===== src/rtl/wide_word_serializer_if.sv =====
// Word-in / chunk-out bus of the wide word serializer, with status outputs.
// The slave view belongs to the serializer, the master view to whoever drives it.
`timescale 1ns/1ps
interface wide_word_serializer_if #(
    parameter int IN_W  = 100,
    parameter int OUT_W = 25,
    parameter int DEPTH = 4
);
    logic                     in_valid;
    logic [IN_W-1:0]          in_data;
    logic                     out_ready;
    logic                     out_valid;
    logic [OUT_W-1:0]         out_data;
    logic                     out_last;
    logic [$clog2(DEPTH):0]   fifo_count;
    logic                     overflow;

    modport slave (
        input  in_valid, in_data, out_ready,
        output out_valid, out_data, out_last, fifo_count, overflow
    );

    modport master (
        output in_valid, in_data, out_ready,
        input  out_valid, out_data, out_last, fifo_count, overflow
    );
endinterface


===== src/rtl/wide_word_serializer.sv =====
// Buffers full-width words in a small FIFO and emits each one as OUT_W-bit chunks,
// most significant chunk first, on a valid/ready stream. Dropped words set a sticky flag.
`timescale 1ns/1ps
module wide_word_serializer #(
    parameter int IN_W  = 100,
    parameter int OUT_W = 25,
    parameter int DEPTH = 4
) (
    input  logic                   clk,
    input  logic                   rst,
    wide_word_serializer_if.slave  bus
);
    localparam int BEATS = IN_W / OUT_W;
    localparam int BW    = (BEATS > 1) ? $clog2(BEATS) : 1;
    localparam int AW    = (DEPTH > 1) ? $clog2(DEPTH) : 1;
    localparam int CW    = $clog2(DEPTH) + 1;

    typedef enum logic {ST_IDLE, ST_SEND} state_t;

    state_t            r_state;
    state_t            w_state_nxt;
    logic [IN_W-1:0]   r_word;
    logic [BW-1:0]     r_beat;
    logic              r_last;

    logic [IN_W-1:0]   r_mem [DEPTH];
    logic [AW-1:0]     r_wptr;
    logic [AW-1:0]     r_rptr;
    logic [CW-1:0]     r_count;
    logic              r_overflow;

    logic              w_fire;
    logic              w_empty;
    logic              w_full;
    logic              w_load;
    logic              w_advance;
    logic              w_pop;
    logic              w_push;
    logic              w_drop;

    always_comb begin
        w_state_nxt = r_state;
        w_load      = 1'b0;
        w_advance   = 1'b0;
        w_fire      = (r_state == ST_SEND) && bus.out_ready;
        w_empty     = (r_count == '0);
        w_full      = (r_count == CW'(DEPTH));
        case (r_state)
            ST_IDLE: begin
                if (!w_empty) begin
                    w_load      = 1'b1;
                    w_state_nxt = ST_SEND;
                end
            end
            ST_SEND: begin
                // Accepting the last chunk reloads on the same edge so words abut.
                if (w_fire) begin
                    if (r_last) begin
                        if (!w_empty) w_load      = 1'b1;
                        else          w_state_nxt = ST_IDLE;
                    end else begin
                        w_advance = 1'b1;
                    end
                end
            end
            default: w_state_nxt = ST_IDLE;
        endcase
        w_pop  = w_load;
        w_push = bus.in_valid && (!w_full || w_pop);
        w_drop = bus.in_valid && w_full && !w_pop;
    end

    always_ff @(posedge clk or negedge rst) begin
        if (!rst) begin
            r_state <= ST_IDLE;
            r_word  <= '0;
            r_beat  <= '0;
            r_last  <= 1'b0;
        end else begin
            r_state <= w_state_nxt;
            if (w_load) begin
                r_word <= r_mem[r_rptr];
                r_beat <= '0;
                r_last <= (BEATS == 1);
            end else if (w_advance) begin
                r_word <= r_word << OUT_W;
                r_beat <= r_beat + BW'(1);
                r_last <= (r_beat == BW'(BEATS - 2));
            end else if (w_state_nxt == ST_IDLE) begin
                r_last <= 1'b0;
            end
        end
    end

    // Storage carries no reset; only pointers and count define what is valid.
    always_ff @(posedge clk) begin
        if (w_push) r_mem[r_wptr] <= bus.in_data;
    end

    always_ff @(posedge clk or negedge rst) begin
        if (!rst) begin
            r_wptr     <= '0;
            r_rptr     <= '0;
            r_count    <= '0;
            r_overflow <= 1'b0;
        end else begin
            if (w_push) r_wptr <= r_wptr + AW'(1);
            if (w_pop)  r_rptr <= r_rptr + AW'(1);
            case ({w_push, w_pop})
                2'b10:   r_count <= r_count + CW'(1);
                2'b01:   r_count <= r_count - CW'(1);
                default: r_count <= r_count;
            endcase
            if (w_drop) r_overflow <= 1'b1;
        end
    end

    assign bus.out_valid  = (r_state == ST_SEND);
    assign bus.out_data   = r_word[IN_W-1 -: OUT_W];
    assign bus.out_last   = r_last;
    assign bus.fifo_count = r_count;
    assign bus.overflow   = r_overflow;
endmodule


===== src/flat_wrapper.sv =====
// flat-port wrapper written by rule: the top's interface ports become plain ports
module wide_word_serializer_flat 
#(
    parameter int IN_W  = 100,
    parameter int OUT_W = 25,
    parameter int DEPTH = 4
)
  (clk, rst, bus_in_valid, bus_in_data, bus_out_ready, bus_out_valid, bus_out_data, bus_out_last, bus_fifo_count, bus_overflow);
  wide_word_serializer_if #(.IN_W(IN_W), .OUT_W(OUT_W), .DEPTH(DEPTH)) bus_i ();
  input  logic clk;
  input  logic rst;
  input wire logic [$bits(bus_i.in_valid)-1:0] bus_in_valid;
  input wire logic [$bits(bus_i.in_data)-1:0] bus_in_data;
  input wire logic [$bits(bus_i.out_ready)-1:0] bus_out_ready;
  output wire logic [$bits(bus_i.out_valid)-1:0] bus_out_valid;
  output wire logic [$bits(bus_i.out_data)-1:0] bus_out_data;
  output wire logic [$bits(bus_i.out_last)-1:0] bus_out_last;
  output wire logic [$bits(bus_i.fifo_count)-1:0] bus_fifo_count;
  output wire logic [$bits(bus_i.overflow)-1:0] bus_overflow;
  assign bus_i.in_valid = bus_in_valid;
  assign bus_i.in_data = bus_in_data;
  assign bus_i.out_ready = bus_out_ready;
  assign bus_out_valid = bus_i.out_valid;
  assign bus_out_data = bus_i.out_data;
  assign bus_out_last = bus_i.out_last;
  assign bus_fifo_count = bus_i.fifo_count;
  assign bus_overflow = bus_i.overflow;
  wide_word_serializer #(.IN_W(IN_W), .OUT_W(OUT_W), .DEPTH(DEPTH)) u_core (.clk(clk), .rst(rst), .bus(bus_i));
endmodule

===== config.mk =====
export PLATFORM = sky130hd
export DESIGN_NAME = wide_word_serializer_flat
export DESIGN_NICKNAME = d
export VERILOG_FILES = /design/src/rtl/wide_word_serializer_if.sv /design/src/rtl/wide_word_serializer.sv /design/src/flat_wrapper.sv
export SDC_FILE = /design/constraint.sdc
export NUM_CORES = 1
export LEC_CHECK = 0
export ABC_AREA = 1
export CAP_MARGIN = 25
export CORE_MARGIN = 2
export CORE_UTILIZATION = 50
export DETAILED_ROUTE_END_ITERATION = 7
export PLACE_DENSITY = 0.69
export RECOVER_POWER = 25
export SYNTH_ARGS = -nofsm -noshare
export SYNTH_HDL_FRONTEND = slang
export SYNTH_SLANG_ARGS = --single-unit

===== constraint.sdc =====
create_clock -name clk -period 6.9 [get_ports clk]
set_clock_uncertainty 0.1 [all_clocks]
set_input_delay 2.07 -clock clk [delete_from_list [all_inputs] [get_ports clk]]
set_output_delay 2.07 -clock clk [all_outputs]
set_load 0.01 [all_outputs]

## After elaboration in Yosys (flattened, before gate mapping)

Memories as Yosys holds them, arrays and structs flattened.
Index checks and enable logic that the tools add are counted.

| word-level totals | value |
|---|---|
| register bits | 112 |
| RAM bits | 400 |
| input bits | 104 |
| output and inout port bits | 31 |
| logic and storage cells | 50 |
| memories | 1 |

| cells by class | value |
|---|---|
| $add $sub $neg | 5 |
| equal/unequal tests | 5 |
| multiplexer cells | 20 |
| bitwise operators | 1 |
| reductions and logical operators | 10 |

Memory list:

| memory | words | bits a word | rd ports | clocked after Yosys merged registers in | write ports | RTL line | RTL |
|---|---|---|---|---|---|---|---|
| u_core.r_mem | 4 | 100 | 1 | 0 | 1 | wide_word_serializer.sv:26 | `logic [IN_W-1:0] r_mem [DEPTH];` |

Operators with widths:

| kind | count |
|---|---|
| 100-bit 2-to-1 mux | 2 |
| 1-bit 2-to-1 mux | 13 |
| 2-bit by 1-bit adder with 2-bit output (second input constant) | 3 |
| 3-bit case mux with 2 select lines | 1 |
| 2-bit == test (second input constant) | 2 |
| 1-bit logical AND | 4 |
| 2-bit 2-to-1 mux | 2 |
| 1-bit case mux with 2 select lines | 2 |
| 2-bit nonzero test | 2 |
| 3-bit by 1-bit adder with 3-bit output (second input constant) | 1 |
| 3-bit == test (second input constant) | 1 |
| 3-bit logical NOT | 1 |
| 3-bit inequality test (second input constant) | 1 |
| 3-bit by 1-bit subtractor with 3-bit output (second input constant) | 1 |
| 2-bit by 1-bit == test with 1-bit output (second input constant) | 1 |
| 1-bit logical NOT | 2 |
| 1-bit logical OR | 1 |
| 1-bit NOT | 1 |

## Depth between registers and ports, before layout

| logic depth | value |
|---|---|
| word-level depth | 9 |
| depth in mapped cells | 13 |
| gate-level depth less buffers | 12 |

## Least setup slack after synthesis

OpenSTA, ideal clock, no wires.

| timing | value |
|---|---|
| path kind | input to register |
| start | in bus_out_ready |
| end | mem u_core.r_mem[0][0] (enable) |
| setup time | 560 ps |
| arrival time | 6673 ps |
| required time | 6240 ps |
| slack | -433 ps |
| stages on the path | 6 |
| buffers on the path | 0 |
| path through | nand2_1 > nand2_1 > inv_1 > nand2_1 > nand2_1 > nor2_1 |

| on the way | value |
|---|---|
| word-level cells in the longest chain between the ends | 7 |

Ends and longest elaborated chain:

| element | RTL line | RTL |
|---|---|---|
| start, declared | flat_wrapper.sv:14 | `input wire logic [$bits(bus_i.out_ready)-1:0] bus_out_ready;` |
| 1-bit logical AND | wide_word_serializer.sv:45 | `w_fire = (r_state == ST_SEND) && bus.out_ready;` |
| 1-bit 2-to-1 mux | wide_word_serializer.sv:57 | `if (w_fire) begin` |
| 1-bit case mux with 2 select lines | wide_word_serializer.sv:48 | `case (r_state)` |
| 1-bit logical OR | wide_word_serializer.sv:69 | `w_push = bus.in_valid && (!w_full \|\| w_pop);` |
| 1-bit logical AND | wide_word_serializer.sv:69 |  |
| 1-bit 2-to-1 mux | wide_word_serializer.sv:97 | `if (w_push) r_mem[r_wptr] <= bus.in_data;` |
| 1-bit 2-to-1 mux (not written as such) | wide_word_serializer.sv:97 |  |
| end, declared | wide_word_serializer.sv:26 |  |

Every way passes these cells.

## Final worst setup path

| timing | value |
|---|---|
| start | in bus_out_ready |
| end | mem u_core.r_mem[2][46] (enable) |

Same word-level chain as after synthesis.

==> metrics <==
first-pass GRT wire length=77500 um; hold crit path type=reg -> reg; share of the synthesized area in the top cell type=55.9%; EDFF count, synth=400; most common cell in the synthesized netlist=nand2_1; core area=42100 um^2; Avg Inst Size Synth=10.4 um^2; worst-path maximum fanout=26; CTS clk-pin slew, worst paths=0.06 ns; Worst Setup Path Type=in -> reg; r2r setup slk=3.94 ns; Final #Nets=2248; Net Sw Frac=34.6%; Yosys cell types=23; Pins Over Slew Limit=0; routed vias=14200; Buffers on Ports=134; H-tree depth=2; GRT Total Usage=22.8%; hold wc startpoint=u_core.r_word[32]; Post-Syn Area=21500 um^2; ys async rst share=21.9%; Worst path top cell family by delay=simple AND/OR/NAND/NOR gates; cells taking the most area after synthesis=edfxtp_1, dfrtp_1, nand2_1, nand3_1, inv_1; LEAKAGE=10.8 nW; post-CTS setup buffer count=0; slowest stage cell on the critical path=nor2_4; post-synth top area cell=edfxtp_1; drt drc=0; final setup margin=2.32 ns; Slew @ Worst Pin=1.42 ns; Power Density=406 nW/um^2; TritonCTS buffer count=52; Final Hold Vio Count=0; unrepaired setup endpoints after global routing=false; cells after synthesis=2060; CP endpoint kind=register; n_diodes=0; crit-path cells=clkdlybuf4s50_1, nand2_1, nand2_1, inv_1, nand2_1, nand2_1, nor2_4, buf_4; cts repair resizes=0; Arr. time, crit path=4.74 ns; hold slack=0.389 ns; CTS tree=yes; CP Depth=8; hold depth=2; Std-Cell Rows=75; status=complete, no violations; Combinational Power Share=29.1%; Worst setup SP type=primary input; GRT overflow=0; Syn. warnings=0; Synth Net Count=2171; Syn-to-layout area delta=15.2%; Seq pwr share=43.6%; Routed Antenna Nets=0; Buf+Inv Stages, Crit Path=3; Clock Power Share=27.2%; cell mode on critical path=nand2_1; antenna violations before repair=0; vias in the first global route=14000; worst reg2reg path depth=6; peak supply drop=326 uV; final wirelength=49900 um; Sw Pwr=0.00348 W; drt first pass iters=5; Critical Path Start=bus_out_ready; Setup crit end=u_core.r_mem[2][46]; CP max stage delay=0.81 ns; Max Freq=218 MHz; Most used DFF post-synth=edfxtp_1; Clock Latency Late Sink=0.59 ns; CTS max path bufs=3; largest net degree at the start of global routing=202; cts hold-fix bufs=0; worst r2r dst=u_core.r_mem[2][46]; Cell Int Power=0.00657 W; root buf cell=clkbuf_16; endpoints failing setup=0; Clock Sinks=512; DR vias/cell=5.24; Die Width=211 um; Inst Count DP=2621; worst relative slew slack=5.25%; share of cells above drive strength 1=5.05%; period utilisation layout=66.4%; Commonest cells post-synth=nand2_1, nand3_1, edfxtp_1; Worst Path Required=7.05 ns; FF-to-FF Start=u_core.bus.out_valid; Iteration-0 DRC Markers=1183; DP HPWL=29600 um; Max-cap violations=0; WL/cell=18.3 um; Starting Density=51.0%; Final min period=4.58 ns; GP Congestion=0.805; die area=44600 um^2; Seq/Total Area, Yosys=69.0%; number of synthesized register bits=512; I/O pin cnt=135; Final Non-Filler Cells=2718; dpl ws=1.68 ns; DIE HEIGHT=211 um
## sequential cells by signal, indices dropped and copies added, names as in the netlist
name and flops:
u_core.bus.out_last 1, u_core.bus.out_valid 1, u_core.r_beat 2, u_core.bus.fifo_count 3, u_core.r_wptr 2, u_core.bus.overflow 1
u_core.r_mem 400, u_core.r_rptr 2, u_core.r_word 100
## worst min-delay path: stages (launching register included)
cell     delay (ns)
dfrtp_1        0.34
nand2_1        0.05
nand3_1        0.07
## worst min-delay path by stage
stage                        endpoint
floorplan           u_core.r_word[50]
CTS                 u_core.r_word[57]
finish              u_core.r_word[57]
global route        u_core.r_word[75]
global placement    u_core.r_word[43]
detailed placement  u_core.r_word[49]
## metal layers
metal / GRT usage, % / part of all wire, %
met1: 29.8 / 41
met2: 38.4 / 49
met3: 4.59 / 6.9
met4: 7.33 / 2.9
met5: 0 / 0
## cell families after synthesis
family | synth area share, %
and+or+nand+nor | 21.3
AOI/OAI and AO/OA | 0.186
buffers and inverters | 8.99
DFF | 69.0
adders and majority gates | 0.443
xor gates and xnor gates | 0.0816
## final cells by class
type,count,area (um^2)
Inverter,319,1200
Timing Repair Buffer,155,1600
Sequential cell,512,14800
Clock inverter,16,133
Fill cell,3428,17400
Multi-Input combinational cell,1097,4770
Clock buffer,80,1540
Tap cell,539,674
## metrics by stage
stage                     util [%]  total power, W  instance area (um^2)  TNS (ns)
after floorplan                  -         0.00644                 21500   -173.33
after global placement        54.6         0.00729                 23000         0
after detailed placement      54.7         0.00740                 23000         0
after CTS                     58.7          0.0101                 24700         0
after global routing          58.7          0.0106                 24700         0
final                         58.7          0.0100                 24700         0
## power by group through the flow
| stage | sequential (W) | combinational (W) | clock, W |
|---|---|---|---|
| after floorplan | 0.00438 | 0.00206 | 0 |
| after global placement | 0.00443 | 0.00287 | 0 |
| after detailed placement | 0.00445 | 0.00296 | 0 |
| after CTS | 0.00438 | 0.00297 | 0.00278 |
| after global routing | 0.00444 | 0.00327 | 0.00290 |
| final | 0.00439 | 0.00293 | 0.00274 |
## layout by cell type, fill, tap and decap left out
cell,n
inv_1,313
nand4_1,1
clkdlybuf4s50_1,69
inv_6,1
clkbuf_1,19
inv_2,5
nor2_1,5
clkinv_2,9
a21oi_1,1
ha_1,6
nand2_1,664
bufinv_16,2
buf_4,14
clkbuf_8,7
nand3_1,404
dfrtp_1,110
nand3_4,1
nor2_4,4
clkinvlp_4,1
edfxtp_1,400
clkinv_4,1
dlygate4sd3_1,64
o21ai_0,4
buf_16,2
clkinv_1,3
clkbuf_16,55
buf_12,5
xor2_1,1
fa_1,1
o31ai_1,1
dfrtp_4,2
nand2_4,1
nor3_1,1
o21bai_1,1
xnor2_1,1
Power figures use the tool's default switching activity.
